File: config.mk
export PLATFORM = sky130hd
export DESIGN_NAME = instruction_fetch_unit
export DESIGN_NICKNAME = d
export VERILOG_FILES = /design/src/rtl/instruction_fetch_unit.sv
export SDC_FILE = /design/constraint.sdc
export NUM_CORES = 1
export LEC_CHECK = 0
export ABC_AREA = 1
export ABC_CLOCK_PERIOD_IN_PS = 3100
export BUFFER_PORTS_ARGS = -buffer_cell sky130_fd_sc_hd__buf_2
export CAP_MARGIN = 20
export CORE_UTILIZATION = 51
export CTS_BUF_LIST = sky130_fd_sc_hd__clkbuf_2
export DETAILED_ROUTE_END_ITERATION = 8
export PLACE_DENSITY = 0.88
export SLEW_MARGIN = 15
export SYNTH_ARGS = -nofsm -noshare
export SYNTH_HDL_FRONTEND = slang
export SYNTH_SLANG_ARGS = --single-unit
File: constraint.sdc
create_clock -name clk -period 3.1 [get_ports clk]
set_input_delay 0.465 -clock clk [delete_from_list [all_inputs] [get_ports clk]]
set_output_delay 0.465 -clock clk [all_outputs]
set_load 0.01 [all_outputs]
File: src/rtl/instruction_fetch_unit.sv
// Instruction fetch unit: owns the fetch PC, buffers fetched words with their PCs in a
// small queue and hands them to decode over valid/ready; redirects flush the queue.
module instruction_fetch_unit #(
  parameter logic [31:0] RESET_PC = 32'h0000_0000,
  parameter int          QDEPTH   = 2
) (
  input  logic        clk,
  input  logic        rst,
  output logic [31:0] imem_addr,
  input  logic [31:0] imem_inst,
  input  logic        redirect_valid,
  input  logic [31:0] redirect_pc,
  output logic        out_valid,
  input  logic        out_ready,
  output logic [31:0] out_inst,
  output logic [31:0] out_pc,
  output logic [31:0] out_pc_plus4
);

  localparam int PW = (QDEPTH > 1) ? $clog2(QDEPTH) : 1;
  localparam int CW = $clog2(QDEPTH + 1);
  localparam logic [CW-1:0] DEPTH_C = CW'(QDEPTH);
  localparam logic [PW-1:0] LAST_C  = PW'(QDEPTH - 1);

  logic [31:0]   fetch_pc_reg, fetch_pc_next;
  logic [PW-1:0] head_reg, head_next;
  logic [PW-1:0] tail_reg, tail_next;
  logic [CW-1:0] count_reg, count_next;
  logic [31:0]   inst_q [QDEPTH];
  logic [31:0]   pc_q   [QDEPTH];
  logic          pop;
  logic          push;
  logic          write_en;
  logic          unused_pc_bits;

  function automatic logic [PW-1:0] ptr_inc(input logic [PW-1:0] p);
    return (p == LAST_C) ? '0 : p + PW'(1);
  endfunction

  // A pop always frees a slot, so a full queue can still accept this cycle's fetch.
  assign pop      = out_valid & out_ready;
  assign push     = (count_reg < DEPTH_C) | pop;
  assign write_en = push & ~redirect_valid;

  always_comb begin
    fetch_pc_next = fetch_pc_reg;
    head_next     = head_reg;
    tail_next     = tail_reg;
    count_next    = count_reg;
    if (redirect_valid) begin
      fetch_pc_next = {redirect_pc[31:2], 2'b00};
      head_next     = '0;
      tail_next     = '0;
      count_next    = '0;
    end else begin
      if (push) begin
        fetch_pc_next = fetch_pc_reg + 32'd4;
        tail_next     = ptr_inc(tail_reg);
      end
      if (pop) begin
        head_next = ptr_inc(head_reg);
      end
      if (push && !pop) begin
        count_next = count_reg + CW'(1);
      end
    end
  end

  always_ff @(posedge clk) begin
    if (rst) begin
      fetch_pc_reg <= RESET_PC;
      head_reg     <= '0;
      tail_reg     <= '0;
      count_reg    <= '0;
    end else begin
      fetch_pc_reg <= fetch_pc_next;
      head_reg     <= head_next;
      tail_reg     <= tail_next;
      count_reg    <= count_next;
    end
  end

  // Storage is cleared on reset so the head fields read zero until the first fetch lands.
  always_ff @(posedge clk) begin
    if (rst) begin
      for (int i = 0; i < QDEPTH; i++) begin
        inst_q[i] <= '0;
        pc_q[i]   <= '0;
      end
    end else if (write_en) begin
      inst_q[tail_reg] <= imem_inst;
      pc_q[tail_reg]   <= fetch_pc_reg;
    end
  end

  assign imem_addr      = fetch_pc_reg;
  assign out_valid      = (count_reg != '0);
  assign out_inst       = inst_q[head_reg];
  assign out_pc         = pc_q[head_reg];
  assign out_pc_plus4   = out_pc + 32'd4;
  assign unused_pc_bits = ^redirect_pc[1:0];

endmodule

# == Yosys cells after proc, flatten, opt, wreduce, memory -nomap -nowiden ==
# Memory sizes are Yosys's and may differ from the RTL's. A register that Yosys moved wholly into a read port is not among the register bits.
# Index checks and enable logic that the tools add are counted.
# W data, S select, Z words.
# totals
mem_bits_rw,128
memories,2
regBits,36
wordCells,43
out_inout_bits,129
inputBits,68
# memory_table
memory,words,word_bits,read_ports,rd_clocked_by_memory_dff,write_ports,line,source
inst_q,2,32,1,1,2,29,logic [31:0] inst_q [QDEPTH];
pc_q,2,32,1,1,2,30,logic [31:0] pc_q [QDEPTH];
# op_classes
n_addsub,5
bitwise,4
n_mux,19
reduce_logical,7
order_cmp,1
# ops
operator,n
$mux W32,4
$add A32 B3 Y32 const B,2
$reduce_or A32 Y1,2
$mux W1,15
$reduce_bool A2 Y1,2
$add A1 B1 Y1 const B,2
$add A2 B1 Y2 const B,1
$and A1 B1 Y1,2
$lt A2 B2 Y1 const B,1
$reduce_or A2 Y1,1
$logic_and A1 B1 Y1,1
$logic_not A1 Y1,1
$not A1 Y1,1
$or A1 B1 Y1,1

# == Longest topological paths before layout ==
# Gate-level depths: netlist of the first run.
# depth
word_depth,9
ltp_mapped,13
ltp_nobuf,12

# == Worst setup path before layout of the first run ==
# OpenSTA, ideal clock, no wires.
# synth_path
path_type,reg-to-reg
startpoint,reg count_reg[1]
endpoint,mem inst_q[0][0] (enable)
slack_ns,-0.328
period_less_slack_ns,3.428
path_buffers,2
setup_time_ns,0.421
t_arrival_ns,3.007
required_time_ns,2.679
path_stages_with_launch,13
path_cell_list,dfxtp_1 -> inv_1 -> ha_1 -> inv_2 -> nand2_4 -> nand2_4 -> nand2_2 -> nor2_4 -> inv_2 -> or2_1 -> buf_2 -> buf_2 -> nand2_1
# synth_rtl
item,line,source
"start, declared",28,"logic [CW-1:0] count_reg, count_next;"
"start signal, assigned",79,count_reg <= count_next;
"end, declared",29,

==> results of run 1 <==
logic make-up (layout without fill, tap and decap cells):
kind of cell | count (synthesis) | after routing | synth area share (%)
AO/OA/AOI/OAI | 89 | 89 | 6.144
XOR/XNOR | 27 | 27 | 2.752
adder cells (fa/ha/maj) | 3 | 3 | 0.4369
buffers and inverters | 206 | 418 | 10.26
flip-flops | 159 | 159 | 51.49
multiplexers | 32 | 32 | 4.193
other | 1 | 7 | 0.04364
AND/OR/NAND/NOR | 507 | 507 | 24.68
path summary, 6_finish.rpt:
path                           end  cells past startpoint           start
hold / removal        imem_addr[9]                      3  redirect_pc[9]
hold reg to reg       count_reg[0]                      1    count_reg[0]
setup / recovery  out_pc_plus4[28]                     11        register
setup reg to reg     inst_q[0][29]                     11    count_reg[1]
report_power, final:
group | switching, uW | internal [uW] | total, uW
combinational | 483 | 288 | 771
clock | 750 | 221 | 971
sequential | 72.7 | 2430 | 2500
layout by cell type (no fill, tap or decap), drive strengths merged, types with 2 or more instances in the layout:
| cell | netlist | layout |
|---|---|---|
| mux2 | 32 | 32 |
| xnor2 | 2 | 2 |
| dfxtp | 35 | 35 |
| a21oi | 24 | 24 |
| nand4 | 5 | 5 |
| clkinv | 2 | 6 |
| xor2 | 25 | 25 |
| o21ai | 56 | 56 |
| buf | 25 | 209 |
| clkbuf | 15 | 18 |
| ha | 3 | 3 |
| nand2 | 206 | 206 |
| clkinvlp | 0 | 3 |
| or2 | 3 | 3 |
| inv | 164 | 171 |
| nand3 | 50 | 50 |
| edfxtp | 124 | 124 |
| dlygate4sd3 | 0 | 11 |
| nor3 | 10 | 10 |
| conb | 1 | 6 |
| nor2 | 230 | 230 |
| a31oi | 7 | 7 |
metrics by stage:
step	worst slack (ps)	TNS, ps	util, %	hold slack (ps)
detailed placement	465.6	0	58.46	454.0
floorplan	276.3	0	-	421.7
global route	-89.76	-367.3	62.95	5.520
CTS	16.81	0	60.73	17.43
finish	105.9	0	62.95	56.64
global placement	492.7	0	58.46	430.9
worst register-to-register path, delay by kind of cell, from the launching register on:
| kind | cells | cell delay, ps |
|---|---|---|
| AND/OR/NAND/NOR | 6 | 1090 |
| buffers and inverters | 4 | 510 |
| adder cells (fa/ha/maj) | 1 | 190 |
| flip-flops | 1 | 480 |
layer usage:
metal / GRT usage, % / up-vias / share of wire [%]
li1: - / 3645 / -
met1: 32.24 / 3453 / 40
met2: 43.15 / 383 / 50
met3: 3.345 / 46 / 7.0
met4: 8.398 / 0 / 2.3
met5: 0 / - / 0
layout make-up:
type | instances | area share (%)
Clock inverter | 14 | 1.046
Sequential cell | 159 | 42.57
Inverter | 166 | 5.990
Timing Repair Buffer | 221 | 12.56
Tap cell | 220 | 2.646
Clock buffer | 17 | 0.8179
Multi-Input combinational cell | 664 | 34.35
Antenna cell | 1 | 0.02406
what timing repair did:
action / CTS / global route
pin swaps: 0 / 18
buffers inserted: 5 / 6
resized for setup: 2 / 71
hold endpoints to repair: 11 / 0
gates cloned: 0 / 2
endpoints found under the setup margin: 24 / 21
hold buffers: 11 / 0
==> results.cfg, run 1 <==
[status]
status = finished, final reports clean

[place]
globalplace.congestion = 0.9458
placement.cell_area_um2 = 9661
place_hpwl_mm = 15.18
dp_cells = 1406
io_buffer_count = 188

[critical_path]
cpMostUsedCell = nand2_1
cp_cell_sequence = buf_12, buf_16, nand2_1, o21ai_2, nor2_2, nand2_1, nor3_4, nand2_1, nand2_1, nand2_1, buf_2
cpPeakStageDelay_ps = 420
rrSetupSlack_ps = 520
start_kind = register
cp-end-kind = output pin
cp_max_fo = 13
crit_required_ps = 2630
slowest_stage = dfxtp_4
crit_type = register to output pin
crit_arrival_ps = 2530
critPathTopFamily = simple AND/OR/NAND/NOR gates
critPathBufInv = 3

[die]
ios = 197
fp.coreArea_um2 = 16520
start_util_pct = 52.00
chipWidth_um = 131.8
die_h_um = 131.8
dieArea_um2 = 17370
num_rows = 47

[cts]
clockBufferDepth = 2
path_clk_slew_ps = 250
cts_buffers = 17
numClockSinks = 159
clock_latency_ps = 700
cts_tree = done
cts-root-buf = clkbuf_2
htree_levels = 4

[routing]
drc = 0
vias = 7527
dr.pass1.iters = 5
drtIter0Drc = 573
postRouteAntennaNets = 0
avgViaCountPerCell = 5.148
wirelength_mm = 21.95
wl_per_cell_um = 15.01

[timing]
finClkSkew_ps = 42.92
rsz0062_at_grt = true
fin_crit_ps = 2994
period_share_pct = 96.58
slew_violations = 0
slew_headroom_pct = 51.03
tightest_slew_ps = 734.5
fmax_mhz = 334.0
finalHoldViolations = 0
setup_viol = 0

[power]
p_total_uw = 4245
power_density_nw_per_um2 = 408.1
vdd_drop_max_mv = 0.2418
p_leak_uw = 0.004703

[finish]
fill_cells = 1318
postLayoutCellArea_um2 = 10400
area_delta_synth_final_pct = 21.05
nets = 1300
largest_register_ffs = 64
multi_input_area_um2 = 3573
top_register = inst_q
seq_area_um2 = 4428
drive_above_1_share_pct = 30.14
final_cells = 1462

[synthesis]
async_reset_ff_share_pct = 0
avgSynthCellArea_um2 = 8.392
synth_edf_count = 124
synth_common_cells = nor2_1, nand2_1, inv_1
synth_seq_cells = 159
yosysUniqueCellTypes = 40
syn_inst = 1024
synth_most_common_cell = nor2_1
synth_top_area_cell = edfxtp_1
yosys-top-cells-area = edfxtp_1, nor2_1, nand2_1, dfxtp_1, inv_1
yosys.area.top_type_share_pct = 43.33
ys.flop_type = edfxtp_1
ys_seq_area_share_pct = 51.49
netlist_area_um2 = 8593
yosysWarnings = 0

[global_routing]
grt_pass1_vias = 7000
grtUsageTotal_pct = 24.93
grt_start_max_net_pins = 64
antenna_found_initial = 1
grt.overflow.total = 0
grt_first_pass_wirelength_mm = 34.08

[job]
drv_cap = 0

[hold_path]
hold_class = input pin to register
Note: power is estimated with default switching activity, not from simulation.
==> run 2, diff against run 1 <==
- BUFFER_PORTS_ARGS: -buffer_cell sky130_fd_sc_hd__buf_2 -> not set
- CELL_PAD_IN_SITES_DETAIL_PLACEMENT: not set -> 0
- CELL_PAD_IN_SITES_GLOBAL_PLACEMENT: not set -> 2
- CORE_UTILIZATION: 51 -> 35
- DONT_BUFFER_PORTS: not set -> 1
- HOLD_SLACK_MARGIN: not set -> 0.15
==> run 2 against run 1 <==
Compared with the run above:
- clock skew shrank 8.9 ps
- flip-flop and latch count is the same
- clock power grew 16%
- die area grew 45%
- combinational power shrank 12%
- worst hold slack gained 390 ps
- cell area shrank 1.3%
- critical path depth shrank 1
- critical path type unchanged
- highest routed layer unchanged
==> results.cfg, run 2 (synthesized netlist as in run 1, its figures left out) <==
[power]
switching_share_pct = 32.37
pwr-share-seq_pct = 58.1
vdd_drop_max_mv = 0.1990
power_density_nw_per_um2 = 421.8
combPwrFrac_pct = 15.8
p_clk_share_pct = 26.1
p_leak_uw = 0.004152
p_int_uw = 2930
power.switching_uw = 1402

[finish]
final_common_cell = nor2_1
final_cells = 1425
area_delta_synth_final_pct = 19.50
drive_above_1_share_pct = 17.92
mostFrequentLayoutCells = nor2_1, nand2_1, inv_1, edfxtp_1, dlygate4sd3_1
top_register = inst_q
postLayoutCellArea_um2 = 10270
largest_register_ffs = 64
nets = 1163

[place]
place_hpwl_mm = 15.97
dp_cells = 1317
globalplace.congestion = 0.8494
dp_slack_ps = 524.6
io_buffer_count = 0
placement.cell_area_um2 = 8856

[critical_path]
critPathBufInv = 3
crit_type = register to output pin
critPathTopFamily = simple AND/OR/NAND/NOR gates
start_kind = register
cp-end-kind = output pin
slowest_stage = dfxtp_4
crit_required_ps = 2630
cpMostUsedCell = nand2_1
cpPeakStageDelay_ps = 470
cp_cell_sequence = buf_6, o21ai_4, inv_1, buf_4, nand2_4, nor2_4, and2_4, nand2_1, nand2_1, nand2_2
cp_max_fo = 8
crit_arrival_ps = 2470
regToRegStartpoint = count_reg[1]

[routing]
drtIter0Drc = 487
drc = 0
wirelength_mm = 23.42
vias = 6635
avgViaCountPerCell = 4.656
wl_per_cell_um = 16.43
dr.pass1.iters = 5
postRouteAntennaNets = 0

[timing]
fmax_mhz = 340.9
setup_viol = 0
slew_headroom_pct = 30.49
setup_ws_ps = 167.0
rsz0062_at_grt = true
period_share_pct = 94.61
slew_violations = 0
whs_ps = 442.5
finClkSkew_ps = 34.03
finalSetupTns_ps = 0
tightest_slew_ps = 1039
fin_crit_ps = 2933
finalHoldViolations = 0

[job]
drv_cap = 0

[global_routing]
grt_pass1_vias = 6325
grt.overflow.total = 0
grt_first_pass_wirelength_mm = 35.05
grt_start_max_net_pins = 64
antenna_found_initial = 1
grtUsageTotal_pct = 18.81

[cts]
clockBufferDepth = 2
cts_buffers = 17
numClockSinks = 159
cts-root-buf = clkbuf_2
path_clk_slew_ps = 270
clock_latency_ps = 720
cts_tree = done
htree_levels = 4

[die]
num_rows = 56
dieArea_um2 = 25180
chipWidth_um = 158.7
start_util_pct = 36.18
die_h_um = 158.7
ios = 197
fp.coreArea_um2 = 23750

[status]
status = finished, final reports clean

[hold_path]
min_from = redirect_pc[3]
hold_class = input pin to register
==> run 2: power by group through the flow <==
stage / Sequential (uW) / Clock, uW / Combinational [uW]
3_3_place_gp: 2560 / 0 / 542
4_1_cts: 2520 / 1190 / 653
2_1_floorplan: 2540 / 0 / 430
6_report: 2520 / 1130 / 682
3_5_place_dp: 2570 / 0 / 547
5_1_grt: 2540 / 1260 / 755
==> run 2: metal layers <==
metal / share of wire [%] / GRT usage, % / routed length [um]
met3: 6.0 / 4.409 / 1412
met2: 48 / 30.03 / 11140
met4: 1.5 / 5.815 / 352
met1: 45 / 25.12 / 10510
met5: 0 / 0 / 0
==> run 2: timing repair <==
item,in CTS,in global routing
hold buffers,67,0
pin swaps,2,14
buffers inserted,4,3
setup endpoints to repair,59,23
gates cloned,0,1
hold endpoints to repair,99,0
gates resized for setup,25,63
==> run 2: per-stage QoR <==
| step | total power (uW) | util (%) |
|---|---|---|
| 4_1_cts | 4359 | 41.90 |
| 5_1_grt | 4553 | 43.23 |
| 3_3_place_gp | 3104 | 37.28 |
| 2_1_floorplan | 2969 | - |
| 6_report | 4332 | 43.23 |
| 3_5_place_dp | 3115 | 37.28 |
==> run 2: cell type report <==
class / instances / area, um2
clock inverters: 15 / 161.4
well taps: 319 / 399.1
clock buffers: 17 / 85.08
repair buffers: 84 / 888.4
flip-flops and latches: 159 / 4428
diodes: 1 / 2.502
inverters: 166 / 623.1
fillers: 2351 / 13480
multi-input cells: 664 / 3681
==> run 2: final timing paths <==
kind / slack [ps] / cells past startpoint / endpoint
worst max-delay path: 170 / 10 / out_pc_plus4[31]
worst min-delay path: 440 / 3 / imem_addr[3]
worst min register to register: 470 / 1 / count_reg[0]
worst max register to register: 300 / 11 / imem_addr[23]
==> run 2: worst register-to-register path, stage by stage, from the launching register on <==
cell and delay [ps]:
dfxtp_1 420, inv_1 70, ha_1 140, inv_2 70, nand2_4 90, nand2_4 110
nor2_2 390, inv_1 450, o21ai_0 270, inv_1 60, a21oi_1 130, dlygate4sd3_1 570
